File: src/rtl/ave8_thresh_pkg.sv
// ave8_thresh_pkg
// Shared definitions for the threshold/alarm stage that follows the 8-sample
// moving-average block.
//   AVE8_DW      : default width of an average value (matches the averaging stage)
//   DCNT_W       : width of the debounce counter
//   deb_state_e  : hysteresis FSM state encoding
//   state_is_alarm() : alarm level implied by an FSM state
package ave8_thresh_pkg;

  localparam int unsigned AVE8_DW = 8;
  localparam int unsigned DCNT_W  = 4;

  // The two alarm-high states share bit 1, so the alarm level is a plain register bit.
  typedef enum logic [1:0] {
    StBelow     = 2'd0,
    StArming    = 2'd1,
    StAbove     = 2'd2,
    StDisarming = 2'd3
  } deb_state_e;

  function automatic logic state_is_alarm(input deb_state_e s);
    return (s == StAbove) || (s == StDisarming);
  endfunction

endpackage

File: src/rtl/ave8_thresh_deb.sv
// ave8_thresh_deb
// Hysteresis FSM with debounce counter. A state change needs DEB consecutive
// qualifying samples; any non-qualifying sample restarts the count.
// Ports:
//   i_clk, i_rst   : clock, asynchronous active-high reset
//   i_valid        : a new sample is present this cycle
//   i_arm_q        : current sample qualifies for arming (avg > thr_hi)
//   i_disarm_q     : current sample qualifies for disarming (avg < thr_lo)
//   o_state        : registered FSM state
//   o_rise_stb     : combinational strobe, this cycle's sample completes arming
//   o_fall_stb     : combinational strobe, this cycle's sample completes disarming
module ave8_thresh_deb
  import ave8_thresh_pkg::*;
#(
  parameter int unsigned DEB = 3
) (
  input  logic       i_clk,
  input  logic       i_rst,
  input  logic       i_valid,
  input  logic       i_arm_q,
  input  logic       i_disarm_q,
  output deb_state_e o_state,
  output logic       o_rise_stb,
  output logic       o_fall_stb
);

  localparam logic [DCNT_W-1:0] DebCnt = DCNT_W'(DEB);

  deb_state_e        r_state;
  logic [DCNT_W-1:0] r_dcnt;
  logic [DCNT_W-1:0] w_dcnt_inc;
  logic              w_arm_done;
  logic              w_disarm_done;

  assign w_dcnt_inc = r_dcnt + DCNT_W'(1);

  // A qualifying sample finishes the debounce either directly from the stable
  // state (DEB == 1) or when the running count reaches DEB.
  assign w_arm_done = i_valid && i_arm_q &&
                      (((r_state == StBelow) && (DebCnt == DCNT_W'(1))) ||
                       ((r_state == StArming) && (w_dcnt_inc == DebCnt)));

  assign w_disarm_done = i_valid && i_disarm_q &&
                         (((r_state == StAbove) && (DebCnt == DCNT_W'(1))) ||
                          ((r_state == StDisarming) && (w_dcnt_inc == DebCnt)));

  always_ff @(posedge i_clk or posedge i_rst) begin
    if (i_rst) begin
      r_state <= StBelow;
      r_dcnt  <= '0;
    end else if (i_valid) begin
      unique case (r_state)
        StBelow: begin
          if (w_arm_done) begin
            r_state <= StAbove;
            r_dcnt  <= '0;
          end else if (i_arm_q) begin
            r_state <= StArming;
            r_dcnt  <= DCNT_W'(1);
          end
        end
        StArming: begin
          if (w_arm_done) begin
            r_state <= StAbove;
            r_dcnt  <= '0;
          end else if (i_arm_q) begin
            r_dcnt  <= w_dcnt_inc;
          end else begin
            r_state <= StBelow;
            r_dcnt  <= '0;
          end
        end
        StAbove: begin
          if (w_disarm_done) begin
            r_state <= StBelow;
            r_dcnt  <= '0;
          end else if (i_disarm_q) begin
            r_state <= StDisarming;
            r_dcnt  <= DCNT_W'(1);
          end
        end
        StDisarming: begin
          if (w_disarm_done) begin
            r_state <= StBelow;
            r_dcnt  <= '0;
          end else if (i_disarm_q) begin
            r_dcnt  <= w_dcnt_inc;
          end else begin
            r_state <= StAbove;
            r_dcnt  <= '0;
          end
        end
        default: begin
          r_state <= StBelow;
          r_dcnt  <= '0;
        end
      endcase
    end
  end

  assign o_state    = r_state;
  assign o_rise_stb = w_arm_done;
  assign o_fall_stb = w_disarm_done;

endmodule

File: src/rtl/ave8_thresh.sv
// ave8_thresh
// Watches each new moving average against a hysteresis window, raises a
// debounced alarm level with one-cycle rise/fall pulses, and tracks the peak
// average plus a saturating count of alarm rises (both cleared by clr).
// Ports:
//   CLOCK, RESET : clock (rising edge), asynchronous active-high reset
//   avg          : average value, MSB at index 0
//   avg_valid    : avg holds a new average this cycle
//   thr_hi       : arm threshold (avg > thr_hi qualifies)
//   thr_lo       : disarm threshold (avg < thr_lo qualifies)
//   clr          : synchronous clear of peak and event_cnt
//   alarm        : alarm level
//   alarm_rise   : one-cycle pulse on alarm 0->1
//   alarm_fall   : one-cycle pulse on alarm 1->0
//   peak         : largest avg seen since clear/reset
//   event_cnt    : number of alarm rises, saturating
module ave8_thresh
  import ave8_thresh_pkg::*;
#(
  parameter int unsigned DW  = AVE8_DW,
  parameter int unsigned DEB = 3,
  parameter int unsigned CW  = 8
) (
  input  logic          CLOCK,
  input  logic          RESET,
  input  logic [0:DW-1] avg,
  input  logic          avg_valid,
  input  logic [DW-1:0] thr_hi,
  input  logic [DW-1:0] thr_lo,
  input  logic          clr,
  output logic          alarm,
  output logic          alarm_rise,
  output logic          alarm_fall,
  output logic [DW-1:0] peak,
  output logic [CW-1:0] event_cnt
);

  deb_state_e    w_state;
  logic          w_arm_q;
  logic          w_disarm_q;
  logic          w_rise_stb;
  logic          w_fall_stb;

  logic          r_rise;
  logic          r_fall;
  logic [DW-1:0] r_peak;
  logic [CW-1:0] r_event_cnt;

  // Strict comparisons: equality never qualifies. A crossed window
  // (thr_lo > thr_hi) is deliberately not special-cased.
  assign w_arm_q    = avg > thr_hi;
  assign w_disarm_q = avg < thr_lo;

  ave8_thresh_deb #(
    .DEB (DEB)
  ) u_deb (
    .i_clk      (CLOCK),
    .i_rst      (RESET),
    .i_valid    (avg_valid),
    .i_arm_q    (w_arm_q),
    .i_disarm_q (w_disarm_q),
    .o_state    (w_state),
    .o_rise_stb (w_rise_stb),
    .o_fall_stb (w_fall_stb)
  );

  // Pulses are registered on the same edge that moves the FSM, so they line up
  // with the alarm level change.
  always_ff @(posedge CLOCK or posedge RESET) begin
    if (RESET) begin
      r_rise <= 1'b0;
      r_fall <= 1'b0;
    end else begin
      r_rise <= w_rise_stb;
      r_fall <= w_fall_stb;
    end
  end

  always_ff @(posedge CLOCK or posedge RESET) begin
    if (RESET) begin
      r_peak <= '0;
    end else if (clr) begin
      r_peak <= avg_valid ? avg : '0;
    end else if (avg_valid && (avg > r_peak)) begin
      r_peak <= avg;
    end
  end

  // clr wins over a same-cycle rise: that rise is dropped from the count.
  always_ff @(posedge CLOCK or posedge RESET) begin
    if (RESET) begin
      r_event_cnt <= '0;
    end else if (clr) begin
      r_event_cnt <= '0;
    end else if (w_rise_stb && (r_event_cnt != '1)) begin
      r_event_cnt <= r_event_cnt + CW'(1);
    end
  end

  assign alarm      = state_is_alarm(w_state);
  assign alarm_rise = r_rise;
  assign alarm_fall = r_fall;
  assign peak       = r_peak;
  assign event_cnt  = r_event_cnt;

endmodule

File: config.mk
export PLATFORM = sky130hd
export DESIGN_NAME = ave8_thresh
export DESIGN_NICKNAME = d
export VERILOG_FILES = /design/src/rtl/ave8_thresh_pkg.sv /design/src/rtl/ave8_thresh_deb.sv /design/src/rtl/ave8_thresh.sv
export SDC_FILE = /design/constraint.sdc
export NUM_CORES = 1
export LEC_CHECK = 0
export CAP_MARGIN = 15
export CORE_ASPECT_RATIO = 0.7
export CORE_MARGIN = 2
export CORE_UTILIZATION = 45
export DETAILED_ROUTE_END_ITERATION = 7
export HOLD_SLACK_MARGIN = 0.03
export PLACE_DENSITY = 0.79
export SLEW_MARGIN = 5
export SYNTH_ARGS = -nofsm -noshare
export SYNTH_HDL_FRONTEND = slang
export SYNTH_SLANG_ARGS = --single-unit
File: constraint.sdc
create_clock -name CLOCK -period 1.9 [get_ports CLOCK]
set_input_delay 0.285 -clock CLOCK [delete_from_list [all_inputs] [get_ports CLOCK]]
set_output_delay 0.285 -clock CLOCK [all_outputs]
set_load 0.02 [all_outputs]
### Word level (Yosys, flattened, before mapping)

Index checks and enable logic that the tools add are counted.
W data, S select, Z words.

| word-level totals | value |
|---|---|
| register bits | 24 |
| input bits | 28 |
| output and inout bits | 19 |
| logic and storage cells | 57 |

| cells by class | value |
|---|---|
| add/sub/neg operators | 2 |
| magnitude comparators | 3 |
| eq/ne operators | 9 |
| mux-type cells | 23 |
| reduce and logical (&&, ||, !) cells | 14 |

Operators with widths:

| cell | number |
|---|---|
| $mux W8 | 5 |
| $mux W4 | 8 |
| $gt A8 B8 Y1 | 2 |
| $mux W2 | 8 |
| $pmux W4 S4 | 1 |
| $add A8 B1 Y8 const B | 1 |
| $logic_and A1 B1 Y1 | 8 |
| $lt A8 B8 Y1 | 1 |
| $ne A8 B8 Y1 const B | 1 |
| $pmux W2 S4 | 1 |
| $ne A3 B2 Y1 const B | 2 |
| $ne A3 B3 Y1 const B | 2 |
| $reduce_and A5 Y1 | 1 |
| $add A4 B1 Y4 const B | 1 |
| $eq A2 B2 Y1 const B | 2 |
| $eq A4 B2 Y1 const B | 1 |
| $reduce_bool A2 Y1 | 2 |
| $reduce_and A3 Y1 | 1 |
| $eq A2 B1 Y1 const B | 1 |
| $logic_not A2 Y1 | 1 |
| $logic_or A1 B1 Y1 | 1 |

### Longest topological paths before layout

| logic depth | value |
|---|---|
| word-level depth | 7 |
| mapped depth | 9 |
| mapped depth without buffers | 8 |

### Modules after synthesis

Synthesis repeated with hierarchy kept, for this count alone.

| unflattened totals | value |
|---|---|
| cell total of the unflattened synthesis | 200 |
| area total of the unflattened synthesis | 1838.0 µm² |

By module, submodules not included:

| module | instances | cells each | area each (µm²) | seq. area each (µm²) |
|---|---|---|---|---|
| ave8_thresh | 1 | 159 | 1436.4 | 450.4 |
| ave8_thresh_deb | 1 | 41 | 401.6 | 150.1 |

### Worst setup path after synthesis

OpenSTA, ideal clock, no wires.

| timing path | value |
|---|---|
| path type | input to register |
| from | input port thr_hi[1] |
| to | register r_event_cnt[5], in the netlist event_cnt[5] |
| setup time | 128 ps |
| arrival time | 1814 ps |
| data required time | 1772 ps |
| setup slack | -41 ps |
| stages on the path | 8 |
| buffers on the path | 0 |
| cells stage by stage | inv_1 > ha_1 > nor2b_1 > o211ai_1 > a211oi_2 > o21ai_2 > nor4_1 > mux2_1 |

| between the ends | value |
|---|---|
| longest elaborated chain between the ends | 5 |

RTL lines:

| element | line | text |
|---|---|---|
| start: declaration | ave8_thresh.sv:28 | `input logic [DW-1:0] thr_hi,` |
| $gt A8 B8 Y1 | ave8_thresh.sv:51 | `assign w_arm_q = avg > thr_hi;` |
| $logic_and A1 B1 Y1 (2 in series) | ave8_thresh_deb.sv:39 | `assign w_arm_done = i_valid && i_arm_q &&` |
| $logic_and A1 B1 Y1 | ave8_thresh.sv:95 | `end else if (w_rise_stb && (r_event_cnt != '1)) begin` |
| $reduce_bool A2 Y1 (no source line) | n/a |  |
| end signal: assignment | ave8_thresh.sv:96 | `r_event_cnt <= r_event_cnt + CW'(1);` |
| end: declaration | ave8_thresh.sv:47 | `logic [CW-1:0] r_event_cnt;` |

No other way between the ends.
A chain may end at the register's enable or synchronous reset.

### Worst setup path in the final report

| timing path | value |
|---|---|
| from | input port avg[0] (netlist bit) |
| to | register r_event_cnt[5], in the netlist event_cnt[5] |

| between the ends | value |
|---|---|
| longest elaborated chain between the ends | 5 |

RTL lines:

| element | line | text |
|---|---|---|
| start: declaration | ave8_thresh.sv:26 | `input logic [0:DW-1] avg,` |
| $gt A8 B8 Y1 | ave8_thresh.sv:51 |  |
| $logic_and A1 B1 Y1 (2 in series) | ave8_thresh_deb.sv:39 |  |
| $logic_and A1 B1 Y1 | ave8_thresh.sv:95 |  |
| $reduce_bool A2 Y1 (no source line) | n/a |  |

No other way between the ends.

==> flow_summary.toml <==
[run_status]
status = "complete, but fails checks"
violations = "negative setup slack"

[place]
port_buffers = 46
hpwl_um = 3560
dp_slack_ps = -850
placedCellCount = 332
gp_congestion = 0.805

[cts]
tritoncts = "done"
root_buffer = "clkbuf_8"
clk_pin_slew_worst_paths_ps = 90
numClockSinks = 24
clockBufferDepth = 2
hold_buffers = 0
cts_buffers = 3
h-tree-depth = 1
clk_latency_ps = 270

[timing]
skew_ps = 8.37
fmax_mhz = 510
max_slew_margin_pct = 78.3
fin_hold_ws_ps = 367
setup_violations = 7
min_period_over_period_pct = 103
worst_slack_ps = -61.3
tightest_slew_ps = 321
slew_violations = 0
period_minus_slack_ps = 1960
rsz0062_at_grt = "true"
hold_viol = 0

[global_routing]
grt_pass1_wl_um = 8420
gr-usage-all-layers_pct = 23.0
grt_antenna_before_repair = 0
grt_max_degree = 25
grt_remaining_overflow = 0
grt_pass1_vias = 1868

[pwr]
max-vdd-ir-drop_mv = 0.643
power_leakage_uw = 0.00133
power_uw = 1930
p_per_area_nw_per_um2 = 642

[yosys]
yosys-top-cells-area = "dfrtp_1, ha_1, inv_1"
yosysSeqAreaShare_pct = 32.3
synthArstFlopShare_pct = 100
synth-seq-cells = 24
synth.top_cell.area_share_pct = 32.3
synth.most_common_cell = "inv_1"
yosys_warnings = 0
postSynthCellCount = 211
ys_types = 45
synth_ff_type = "dfrtp_1"
synth-edff-count = 0
synth.net_count = 265
yosys.area.top_type = "dfrtp_1"
syn_area_um2 = 1860
avgSynthCellArea_um2 = 8.81
synth_common_cells = "inv_1, ha_1, dfrtp_1, nand2_1, o21ai_0"

[floorplan]
die_h_um = 57.8
dieArea_um2 = 4670
chipWidth_um = 80.8
ios = 47
start_util_pct = 47.1
num_rows = 19
coreArea_um2 = 3950

[setup_path]
critical_path.max_stage_delay_ps = 340
worstSetupPathType = "input port to flip-flop"
path_delay_family = "simple AND/OR/NAND/NOR gates"
path_max_fanout = 8
cp.arrival_ps = 2120
cp_slowest_cell = "mux2_1"
cp-start-kind = "input port"
cp_cell_sequence = "clkdlybuf4s15_2 > ha_4 > nand4_1 > a211oi_4 > o21ai_4 > nor4_2 > mux2_1"
path_buf_inv = 1
critPathRequiredTime_ps = 2060
cp-end-kind = "flip-flop"

[finish]
layout-drive-gt1-share_pct = 37.0
final_cells = 344
finalNetCount = 347
antenna_cells = 0
final_util_pct = 76.1
syn_to_final_growth_pct = 61.5

[drt]
drt_iter0_drc = 52
viasPerCell = 5.49
drc = 0
vias = 1890
drt_wl_total_um = 5380
detail-route-antenna-nets = 0
drt-pass1-iter-count = 4
wl_per_cell_um = 15.6

[run]
maxCapViolations = 0

[worst_hold_path]
hold_path.class = "input port to async pin"
-- cells in the final DEF (no fill, tap or decap), types with 3 or more instances in the layout --
cell type / instances
buf_4: 32
clkdlybuf4s50_1: 24
dfrtp_1: 19
inv_1: 16
nand2_1: 15
ha_4: 13
inv_2: 12
ha_1: 10
nand3_1: 9
o21ai_0: 9
dlygate4sd2_1: 9
a21oi_1: 8
mux2i_1: 7
o21ai_1: 7
nand4_1: 7
nor2_1: 6
buf_2: 6
buf_6: 6
dfrtp_2: 5
and2_1: 3
nor2b_1: 3
a22o_1: 3
ha_2: 3
clkbuf_8: 3
clkdlybuf4s15_1: 3
-- worst paths after layout --
| kind | slack (ps) | endpoint | startpoint | cells past startpoint |
|---|---|---|---|---|
| worst max-delay path | -60 | event_cnt[5] | avg[0] | 7 |
| worst min-delay path | 370 | event_cnt[2] | RESET | 3 |
| worst max register to register | -30 | event_cnt[5] | u_deb.r_dcnt[0] | 8 |
| worst min register to register | 600 | event_cnt[4] | event_cnt[4] | 2 |
| max in group asynchronous | 1270 | peak[3] | RESET | 3 |
| min in group CLOCK | 430 | peak[4] | avg[3] | 4 |
-- where the power goes --
part / total (uW) / switching [uW] / leakage, uW / internal, uW
logic: 946 / 457 / 0.000997 / 489
registers: 659 / 80.8 / 0.000310 / 578
clock network: 322 / 171 / 0.0000228 / 150
total: 1930 / 710 / 0.00133 / 1220
-- flip-flops by register name, summed over array words and instances, names as in the netlist --
name           count
alarm_fall         1
alarm_rise         1
u_deb.o_state      2
u_deb.r_dcnt       4
peak               8
event_cnt          8
-- through the flow --
stage / setup TNS [ps] / area (um^2)
2_1_floorplan: -15.9 / 1890
3_3_place_gp: -13750 / 2610
3_5_place_dp: -14400 / 2610
4_1_cts: -183 / 2870
5_1_grt: -1570 / 3000
6_report: -257 / 3000
-- worst reg2reg max path, stage by stage (launching register included) --
cell	delay (ps)
dfrtp_1	410
inv_2	90
ha_4	140
nand4_1	100
nor2_2	180
o2bb2ai_4	150
o21ai_4	130
nor4_2	270
mux2_1	340
-- cells by family (layout without fill, tap and decap cells) --
family,Yosys count,after routing,synth area share (%)
fa+ha+maj,26,26,17.5
buf+inv,36,117,7.41
flops,24,24,32.3
simple gates,61,61,17.3
mux,9,9,4.98
compound gates,55,55,20.5
-- per-layer routing --
| metal | up-vias | GRT usage (%) | wire length (um) |
|---|---|---|---|
| met4 | 0 | 3.63 | 46 |
| met2 | 43 | 40.9 | 2690 |
| met5 | - | 0 | 0 |
| li1 | 927 | - | - |
| met1 | 914 | 30.0 | 2400 |
| met3 | 6 | 4.36 | 245 |
-- timing repair --
item / 4_1_cts / 5_1_grt
endpoints found under the hold margin: 0 / 0
pin swaps: 26 / 19
gates resized for setup: 84 / 35
buffers inserted: 5 / 4
setup endpoints to repair: 24 / 23
-- area by class of cell --
| cell class | instances | area, um^2 |
|---|---|---|
| inverters | 29 | 121 |
| multi-input cells | 151 | 1440 |
| flip-flops and latches | 24 | 607 |
| well taps | 52 | 65.1 |
| clock buffers | 4 | 45.0 |
| fillers | 286 | 945 |
| repair buffers | 84 | 728 |
(Power assumes the default switching activity.)
